## src/rtl/tog_dec_pkg.sv

```systemverilog
// tog_dec_pkg: shared types, defaults and saturating add for toggle_event_decoder
//   buf_state_e : output buffer state (EMPTY / FULL)
//   CNT_W_DEF   : default accumulator / count width
//   sat_add     : returns {overflow, value}, where value is a + inc clamped to max
package tog_dec_pkg;

    typedef enum logic {BUF_EMPTY, BUF_FULL} buf_state_e;

    localparam int CNT_W_DEF = 8;

    function automatic logic [32:0] sat_add(input logic [31:0] a, input logic [31:0] inc, input logic [31:0] max);
        logic [32:0] s;
        s = {1'b0, a} + {1'b0, inc};
        return (s > {1'b0, max}) ? {1'b1, max} : {1'b0, s[31:0]};
    endfunction

endpackage

```

## src/rtl/tog_sync_edge.sv

```systemverilog
// tog_sync_edge: synchronises a remote toggle level and flags each level change
//   clk, reset : clock, async active-high reset
//   tog_in     : asynchronous toggle level
//   tog_level  : registered, synchronised level
//   evt        : combinational, high when tog_level will flip at the next edge
// Optional TOG_DEC_GLITCH_FILT_EN: the synchronised level must be stable for
// two cycles before it is accepted, which suppresses single-cycle glitches.
module tog_sync_edge #(
    parameter int SYNC_STAGES = 2
) (
    input  logic clk,
    input  logic reset,
    input  logic tog_in,
    output logic tog_level,
    output logic evt
);

    logic [SYNC_STAGES-1:0] sync_q;
    logic                   level_q;
    logic                   last;

    assign last      = sync_q[SYNC_STAGES-1];
    assign tog_level = level_q;

`ifdef TOG_DEC_GLITCH_FILT_EN
    logic hold_q;

    // last must equal its previous value before it may differ from level_q
    assign evt = (last == hold_q) && (last != level_q);

    always_ff @(posedge clk or posedge reset) begin
        if (reset) hold_q <= 1'b0;
        else       hold_q <= last;
    end
`else
    assign evt = last ^ level_q;
`endif

    always_ff @(posedge clk or posedge reset) begin
        if (reset) begin
            sync_q  <= '0;
            level_q <= 1'b0;
        end else begin
            sync_q  <= {sync_q[SYNC_STAGES-2:0], tog_in};
            level_q <= level_q ^ evt;
        end
    end

endmodule

```

## src/rtl/toggle_event_decoder.sv

```systemverilog
// toggle_event_decoder: turns toggle-line level flips into counted events
//   clk, reset : clock, async active-high reset
//   tog_in     : toggle level from the remote T-ff
//   tog_level  : synchronised copy of tog_in
//   pulse_out  : one-cycle pulse per detected toggle
//   cnt_valid / cnt_ready / cnt_data / cnt_ovf : one-entry valid/ready count buffer;
//                cnt_ovf flags a batch that saturated
// Optional TOG_DEC_GLITCH_FILT_EN enables the glitch filter in tog_sync_edge.
module toggle_event_decoder
    import tog_dec_pkg::*;
#(
    parameter int CNT_W       = CNT_W_DEF,
    parameter int SYNC_STAGES = 2
) (
    input  logic             clk,
    input  logic             reset,
    input  logic             tog_in,
    output logic             tog_level,
    output logic             pulse_out,
    output logic             cnt_valid,
    input  logic             cnt_ready,
    output logic [CNT_W-1:0] cnt_data,
    output logic             cnt_ovf
);

    localparam logic [31:0] MAX = 32'((64'd1 << CNT_W) - 64'd1);

    buf_state_e       state_q;
    logic [CNT_W-1:0] acc_q, data_q, acc_d;
    logic             sat_q, ovf_q, pulse_q, sat_d;
    logic             evt;

    tog_sync_edge #(.SYNC_STAGES(SYNC_STAGES)) u_sync (
        .clk       (clk),
        .reset     (reset),
        .tog_in    (tog_in),
        .tog_level (tog_level),
        .evt       (evt)
    );

    // acc plus this cycle's event, clamped; the event is never lost between acc and buffer
    assign acc_d = CNT_W'(sat_add(32'(acc_q), 32'(evt), MAX));
    assign sat_d = sat_q | 1'(sat_add(32'(acc_q), 32'(evt), MAX) >> 32);

    assign pulse_out = pulse_q;
    assign cnt_valid = (state_q == BUF_FULL);
    assign cnt_data  = data_q;
    assign cnt_ovf   = ovf_q;

    always_ff @(posedge clk or posedge reset) begin
        if (reset) begin
            state_q <= BUF_EMPTY;
            acc_q   <= '0;
            sat_q   <= 1'b0;
            data_q  <= '0;
            ovf_q   <= 1'b0;
            pulse_q <= 1'b0;
        end else begin
            pulse_q <= evt;
            // buffer is free to take a batch: empty, or being consumed this edge
            if (state_q == BUF_EMPTY || cnt_ready) begin
                if (acc_d != '0) begin
                    state_q <= BUF_FULL;
                    data_q  <= acc_d;
                    ovf_q   <= sat_d;
                    acc_q   <= '0;
                    sat_q   <= 1'b0;
                end else begin
                    state_q <= BUF_EMPTY;
                end
            end else begin
                acc_q <= acc_d;
                sat_q <= sat_d;
            end
        end
    end

endmodule

```

## config.mk

```make
export PLATFORM = sky130hd
export DESIGN_NAME = toggle_event_decoder
export DESIGN_NICKNAME = d
export VERILOG_FILES = /design/src/rtl/tog_dec_pkg.sv /design/src/rtl/tog_sync_edge.sv /design/src/rtl/toggle_event_decoder.sv
export SDC_FILE = /design/constraint.sdc
export NUM_CORES = 1
export LEC_CHECK = 0
export CAP_MARGIN = 25
export CORE_AREA = 4 4 50 57
export CTS_CLUSTER_SIZE = 28
export DETAILED_ROUTE_END_ITERATION = 12
export DIE_AREA = 0 0 54 61
export PLACE_DENSITY = 0.75
export SLEW_MARGIN = 30
export SYNTH_ARGS = -nofsm -noshare
export SYNTH_HDL_FRONTEND = slang
export SYNTH_SLANG_ARGS = --single-unit
```

## constraint.sdc

```tcl
create_clock -name clk -period 2.5 [get_ports clk]
set_input_delay 0.5 -clock clk [delete_from_list [all_inputs] [get_ports clk]]
set_output_delay 0.5 -clock clk [all_outputs]
set_load 0.01 [all_outputs]
```

# Word-level counts from Yosys, hierarchy flattened
# Cells that the tools add are included.
# word_totals
inputBits,4
ff_bits,23
elab_cells,24
out_inout_bits,12
# classes
n_reduce_logical,3
mux,6
addsub,1
n_bitwise,4
n_lt_le_gt_ge,1
eq_ne,1
# ops
op,n
33-bit two-way mux,1
8-bit two-way mux,2
8-bit by 1-bit adder with 9-bit output,1
"9-bit by 8-bit > comparator with 1-bit output, second input constant",1
8-bit nonzero test,1
1-bit two-way mux,3
"2-bit by 1-bit != test with 1-bit output, second input constant",1
2-bit AND reduction,1
1-bit bitwise XOR,2
1-bit logical OR,1
1-bit inverter,1
1-bit bitwise OR,1

# Depth between registers and ports, before layout
# Gate-level depths: netlist of run 1.
# depth
word_depth,7
mapped_depth,8

# Cells and area by module
# From an unflattened synthesis of run 1, not the netlist that was laid out.
# unflattened
hier_cells,110
area_unflattened_um2,1188.6
# modules_own_cells
mod,n_inst,cells_per_inst,area_each_um2
toggle_event_decoder,1,104,1097.3
tog_sync_edge,1,6,91.3

# Worst setup path after synthesis of run 1
# No wires, ideal clock.
# synth_timing
kind,register -> register
startpoint,"register u_sync.level_q, in the netlist u_sync.tog_level"
endpoint,"register data_q[2], in the netlist cnt_data[2]"
arrival_ps,2209
path_slack_ps,166
path_stages_with_launch,9
path_cell_list,dfrtp_1 -> xor2_1 -> ha_1 -> and4_1 -> clkbuf_2 -> mux2i_1 -> a221oi_4 -> a21oi_4 -> mux2_4
# synth_via
elab_chain_len,6
# synth_rtl
item,line_no,text
start: declaration,tog_sync_edge.sv:19,logic level_q;
start signal: assignment,tog_sync_edge.sv:45,level_q <= level_q ^ evt;
1-bit bitwise XOR *,tog_sync_edge.sv:36,assign evt = last ^ level_q;
net evt,toggle_event_decoder.sv:31,logic evt;
8-bit by 1-bit adder with 9-bit output *,tog_dec_pkg.sv:13,"s = {1'b0, a} + {1'b0, inc};"
9-bit by 8-bit > comparator with 1-bit output,tog_dec_pkg.sv:14,"return (s > {1'b0, max}) ? {1'b1, max} : {1'b0, s[31:0]};"
33-bit two-way mux *,n/a,
8-bit nonzero test,toggle_event_decoder.sv:62,if (acc_d != '0) begin
2-bit AND reduction (no source line),n/a,
end signal: assignment,toggle_event_decoder.sv:55,data_q <= '0;
end signal: assignment,toggle_event_decoder.sv:64,data_q <= acc_d;
end: declaration,toggle_event_decoder.sv:29,"logic [CNT_W-1:0] acc_q, data_q, acc_d;"
# Mark *: on every way through the listed nets, which the timed path passes. The rest lies on a longest branch.
# A chain may end at the register's enable or synchronous reset.

# Final worst setup path of run 1
# layout_timing
startpoint,"register u_sync.level_q, in the netlist u_sync.tog_level"
endpoint,"register data_q[4], in the netlist cnt_data[4]"
# Same word-level chain as after synthesis.

==> out/results.ini, run 1 <==
[cts]
cts.htree.levels = 1
cts-buffers-inserted = 3
cts_root_buffer = clkbuf_4
cts_sinks = 23
clkLatencyLatePin_ns = 0.30
clk_pin_slew_ns = 0.12
holdBufCountCts = 0
clk_path_buf_depth = 2
cts_tree = done

[sta]
finalHoldViolCount = 0
finalSetupTns_ns = 0
tightest_slew_ns = 0.550
fmax_mhz = 420
skew_ns = 0.00221
fin_crit_ns = 2.38
drv_slew = 0
slew_headroom_pct = 63.2
setup_viol = 0
worst_hold_slack_ns = 0.368
finalCritPeriodShare_pct = 95.3

[synthesis]
synth_mux_area_share_pct = 6.89
synth-xor-area-share_pct = 3.01
synth_top_family_by_area = simple AND/OR/NAND/NOR gates
synth_fp_nets = 120
synth-edff-count = 0
async_flop_share_pct = 100
yosys_most_used_dff = dfrtp_1
synth_top_cell_by_area = dfrtp_1
synthAdderAreaFrac_pct = 2.15
seq_area_frac_synth_pct = 49.5
netlist_area_sq_mm = 0.00116
yosys.area_share.simple_pct = 20.1
ys_warn_count = 0
syn_inst = 114
synth_compound_area_share_pct = 12.6
syn_avg_cell_area_sq_um = 10.2
ys_top_cells_by_count = dfrtp_1, nor2_1, nand2_1, inv_1, nand3_1
ys_types = 36
synthTopCellsByArea = dfrtp_1, nor2_1, mux2i_1
ys_seq_elements = 23
synth_top_area_share_pct = 49.5
yosysMostFrequentCell = dfrtp_1

[global_route]
grt_usage_pct = 14.7
grt_pass1_wl_microns = 3600
grt_pass1_vias = 828
grt_max_degree = 24
overflow = 0
grt_antenna_before_repair = 0

[floorplan]
die_h_microns = 61
start_util_pct = 52.1
io-pin-count = 16
die_w_microns = 54
rows = 18
core_area_sq_mm = 0.00223
die-area_sq_mm = 0.00329

[worst_setup_path]
crit_fanout = 6
path_delay_family = multiplexers
path_cells = xor2_2, ha_1, and4_2, mux2i_1, a221oi_4, a21oi_4, buf_4, mux2i_1
critPathMostFrequentCell = mux2i_1
critPathSlowestCell = dfrtp_1
r2r_setup_slack_ns = 0.12
arrival_ns = 2.62
cp-end-kind = flip-flop
path_buf_inv = 1
max_stage_delay_ns = 0.43
rr_endpoint = cnt_data[4]
r2r_start = u_sync.tog_level
required_ns = 2.73
critPathLaunchType = flip-flop
r2r_cells = 8
crit_type = reg -> reg

[power_and_ir_drop]
ir_drop_mv = 0.640
finalPower_w = 0.00114
p_per_area_mw_per_mm2 = 825
leakagePower_nw = 0.605

[drt]
drc_errors = 0
vias_per_cell = 5.34
drtAntennaViolNets = 0
vias = 854
drtPass1Iterations = 4
wl_microns = 2150
drt_iter0_drc = 15
wl_per_cell_microns = 13.4

[layout]
nNetsFinal = 137
utilization_pct = 62.0
syn_to_final_growth_pct = 18.9
seqCellArea_sq_um = 576
diodes = 0
num-fill-cells = 170
multiInputGateArea_sq_um = 529
drive_above_1_share_pct = 13.8

[hold_path]
min_path_type = reg -> reg
hp-start = u_sync.sync_q[0]
hold_depth = 0
worstHoldEndpoint = u_sync.sync_q[1]

[placed_design]
dp_hpwl_microns = 1620
place_congestion = 0.821
port_buffers = 15

[job]
maxCapViolCount = 0

[outcome]
outcome = finished clean

registers in the layout, indices dropped and copies added, names as in the netlist:
signal and flops:
acc_q 8, cnt_data 8, u_sync.sync_q 2, cnt_ovf 1, cnt_valid 1, pulse_out 1, sat_q 1, u_sync.tog_level 1
power by group:
group          leakage [nW]  internal, W  switching [W]
sequential            0.300     0.000432      0.0000488
clock                0.0150    0.0000622       0.000106
combinational         0.289     0.000264       0.000228
logic make-up after synthesis:
group	Yosys count
fa+ha+maj	2
buf+inv	15
flops	23
simple gates	46
compound gates	17
mux	7
xor+xnor	4
layer usage:
metal / wire length [microns] / track usage (%)
met1: 1040 / 20.3
met2: 1050 / 24.6
met3: 41 / 1.47
met4: 25 / 4.27
met5: 0 / 0
final cells by class:
| cell class | instances | area share [%] |
|---|---|---|
| Clock buffer | 4 | 1.90 |
| Inverter | 7 | 1.90 |
| Multi-Input combinational cell | 76 | 38.3 |
| Sequential cell | 23 | 41.6 |
| Tap cell | 30 | 2.71 |
| Timing Repair Buffer | 20 | 13.6 |
repair_timing:
item                       CTS  global route
gates resized for setup      0             2
setup endpoints to repair    0             6
buffers inserted             0             2
layout by cell type (no fill, tap or decap):
| cell type | instances |
|---|---|
| a211o_1 | 1 |
| a21o_1 | 1 |
| a21oi_1 | 5 |
| a21oi_4 | 1 |
| a221o_2 | 1 |
| a221oi_4 | 1 |
| a2bb2oi_1 | 2 |
| a31o_2 | 1 |
| and2_1 | 1 |
| and3_1 | 2 |
| and4_2 | 2 |
| buf_4 | 5 |
| clkbuf_1 | 1 |
| clkbuf_4 | 3 |
| clkdlybuf4s50_1 | 15 |
| dfrtp_1 | 23 |
| ha_1 | 2 |
| inv_1 | 7 |
| mux2_4 | 2 |
| mux2i_1 | 5 |
| nand2_1 | 8 |
| nand2b_1 | 1 |
| nand3_1 | 6 |
| nand4_1 | 2 |
| nor2_1 | 14 |
| nor2b_1 | 3 |
| nor3_1 | 3 |
| nor3b_1 | 1 |
| nor4_1 | 2 |
| o211ai_1 | 1 |
| o21ai_0 | 1 |
| o22ai_1 | 2 |
| or4_4 | 1 |
| xnor2_1 | 1 |
| xor2_1 | 2 |
| xor2_2 | 1 |
worst max-delay path by stage:
stage / start / endpoint / slack, ns / cells after the start
after floorplan: u_sync.tog_level / cnt_data[2] / 0.17 / 8
after global placement: u_sync.tog_level / cnt_data[6] / 0.19 / 7
after detailed placement: u_sync.tog_level / cnt_data[6] / 0.09 / 7
after CTS: u_sync.tog_level / cnt_data[1] / 0.06 / 8
after global routing: u_sync.tog_level / cnt_data[1] / -0.005 / 8
final: u_sync.tog_level / cnt_data[4] / 0.12 / 8
per-stage QoR:
step	cell area, sq um	setup WS, ns	instances
2_1_floorplan	1160	0.166	114
3_3_place_gp	1330	0.188	154
3_5_place_dp	1330	0.0906	154
4_1_cts	1360	0.0558	158
5_1_grt	1380	-0.00512	160
6_report	1380	0.117	160
(Power assumes the default switching activity.)
==> run 2, diff against run 1 <==
Settings changed: CTS_CLUSTER_SIZE 28 to 24, SETUP_SLACK_MARGIN set to 0.05.
==> run 2 against run 1 <==
Worst hold slack hardly changed. Clock skew is 0.0020 ns higher. Final area is 0.81% higher. Clock power hardly changed. Via count is 2.5% higher. Power is 1.8% higher. First-iteration DRC count stayed put. Setup slack better by 0.029 ns. Critical path depth stayed put. Die area stayed put. Critical endpoint unchanged. Highest routed layer unchanged.
==> out/results.ini, run 2 (synthesis results as in run 1) <==
[worst_setup_path]
r2r_setup_slack_ns = 0.15  ; +0.03 ns
arrival_ns = 2.59  ; -0.03 ns
critPathLaunchType = flip-flop
r2r_cells = 8  ; unchanged
required_ns = 2.73  ; about the same
cp-end-kind = flip-flop
rr_endpoint = cnt_data[4]
crit_type = reg -> reg
r2r_start = u_sync.tog_level
crit_fanout = 6  ; unchanged

[global_route]
grt_antenna_before_repair = 0  ; unchanged
grt_pass1_wl_microns = 3600  ; unchanged
grt_max_degree = 24  ; unchanged
grt_pass1_vias = 828  ; unchanged
grt_usage_pct = 14.7  ; unchanged
overflow = 0  ; unchanged

[power_and_ir_drop]
combPwrFrac_pct = 44.3  ; +1.2 points
p_int_w = 0.000773  ; +2.0%
pwr-share-seq_pct = 41.4  ; -0.7 points
p_per_area_mw_per_mm2 = 833  ; +0.99%
leakagePower_nw = 0.616  ; +1.8%
power.switching_w = 0.000388  ; +1.5%
power_frac_clock_pct = 14.3  ; -0.4 points
swShare_pct = 33.5  ; -0.12 points
finalPower_w = 0.00116  ; +1.8%
ir_drop_mv = 0.642  ; +0.30%

[drt]
wl_per_cell_microns = 14.0  ; +3.9%
drtAntennaViolNets = 0  ; unchanged
vias = 875  ; +2.5%
vias_per_cell = 5.43  ; +1.8%
drtPass1Iterations = 4  ; unchanged
wl_microns = 2250  ; +4.5%
drt_iter0_drc = 15  ; unchanged
drc_errors = 0  ; unchanged

[floorplan]
die_h_microns = 61  ; unchanged
start_util_pct = 52.1  ; unchanged
die_w_microns = 54  ; unchanged
core_area_sq_mm = 0.00223  ; unchanged
rows = 18  ; unchanged
io-pin-count = 16  ; unchanged
die-area_sq_mm = 0.00329  ; unchanged

[sta]
drv_slew = 0  ; unchanged
grt_setup_unrepaired = no
worst_hold_slack_ns = 0.368  ; +0.000179 ns
tightest_slew_ns = 0.566  ; +0.0152 ns
finalHoldViolCount = 0  ; unchanged
finalCritPeriodShare_pct = 94.2  ; -1.1 points
finalSetupTns_ns = 0  ; unchanged
slew_headroom_pct = 62.2  ; -1.0 points
setup_viol = 0  ; unchanged
fin_crit_ns = 2.35  ; -0.0287 ns
fmax_mhz = 425  ; +1.2%
skew_ns = 0.00425  ; +0.00205 ns

[placed_design]
port_buffers = 15  ; unchanged
dp_hpwl_microns = 1620  ; unchanged
place_congestion = 0.821  ; unchanged
placed_area_sq_mm = 0.00133  ; unchanged

[job]
maxCapViolCount = 0  ; unchanged

[layout]
drive_above_1_share_pct = 15.3  ; +1.4 points
diodes = 0  ; unchanged
syn_to_final_growth_pct = 19.9
most-common-layout-cells = dfrtp_1, clkdlybuf4s50_1, nor2_1
nNetsFinal = 138  ; +0.73%
design_area_sq_mm = 0.00139  ; +0.81%
layout_commonest_cell = dfrtp_1
num-fill-cells = 169  ; -0.59%

[cts]
clk_pin_slew_ns = 0.12  ; about the same
clkLatencyLatePin_ns = 0.30  ; about the same
cts_sinks = 23  ; unchanged
cts_tree = done
cts_root_buffer = clkbuf_4
clk_path_buf_depth = 2  ; unchanged
cts-buffers-inserted = 3  ; unchanged
cts.htree.levels = 1  ; unchanged

[hold_path]
min_path_type = reg -> reg
hold_depth = 0  ; unchanged
worstHoldEndpoint = u_sync.sync_q[1]
hp-start = u_sync.sync_q[0]

[outcome]
outcome = finished clean

## run 2: worst max path at each step
stage | start | endpoint | slack (ns) | depth (start not counted)
6_report | u_sync.tog_level | cnt_data[4] | 0.15 | 8
5_1_grt | u_sync.tog_level | cnt_data[1] | 0.04 | 8
4_1_cts | u_sync.tog_level | cnt_data[1] | 0.06 | 8
3_5_place_dp | u_sync.tog_level | cnt_data[6] | 0.09 | 7
3_3_place_gp | u_sync.tog_level | cnt_data[6] | 0.19 | 7
2_1_floorplan | u_sync.tog_level | cnt_data[2] | 0.17 | 8
## run 2: power groups by stage
stage	sequential (W)	clock (W)	combinational [W]
finish	0.000480	0.000167	0.000514
global route	0.000493	0.000182	0.000556
CTS	0.000480	0.000173	0.000464
detailed placement	0.000488	0	0.000460
global placement	0.000484	0	0.000457
floorplan	0.000489	0	0.000314
## run 2: final cells by class
cell class / instances / area, sq um / area share [%]
Clock buffer: 4 / 26.3 / 1.89
Inverter: 7 / 26.3 / 1.89
Multi-Input combinational cell: 76 / 533 / 38.2
Sequential cell: 23 / 576 / 41.3
Tap cell: 30 / 37.5 / 2.69
Timing Repair Buffer: 21 / 195 / 14.0
## run 2: critical path, cell delays in order, from the launching register on
cell and delay (ns):
dfrtp_1 0.43, xor2_2 0.21, ha_1 0.24, and4_2 0.34
mux2i_2 0.28, a221oi_4 0.11, a21oi_4 0.29, buf_4 0.20
mux2i_1 0.18
## run 2: routing by layer
layer / track usage (%) / routed length (microns)
met3: 1.47 / 58
met1: 20.3 / 1020
met2: 24.6 / 1140
met5: 0 / 0
met4: 4.27 / 25
## run 2: stage by stage
| step | std cells | utilization (%) | setup slack (ns) |
|---|---|---|---|
| 2_1_floorplan | 114 | - | 0.166 |
| 3_3_place_gp | 154 | 59.8 | 0.188 |
| 3_5_place_dp | 154 | 59.8 | 0.0906 |
| 4_1_cts | 158 | 60.9 | 0.0558 |
| 5_1_grt | 161 | 62.5 | 0.0383 |
| 6_report | 161 | 62.5 | 0.145 |
## run 2: repair_timing
action,in CTS,in global routing
endpoints found under the setup margin,0,7
hold buffers,0,0
buffers inserted,0,3
gates resized for setup,0,3
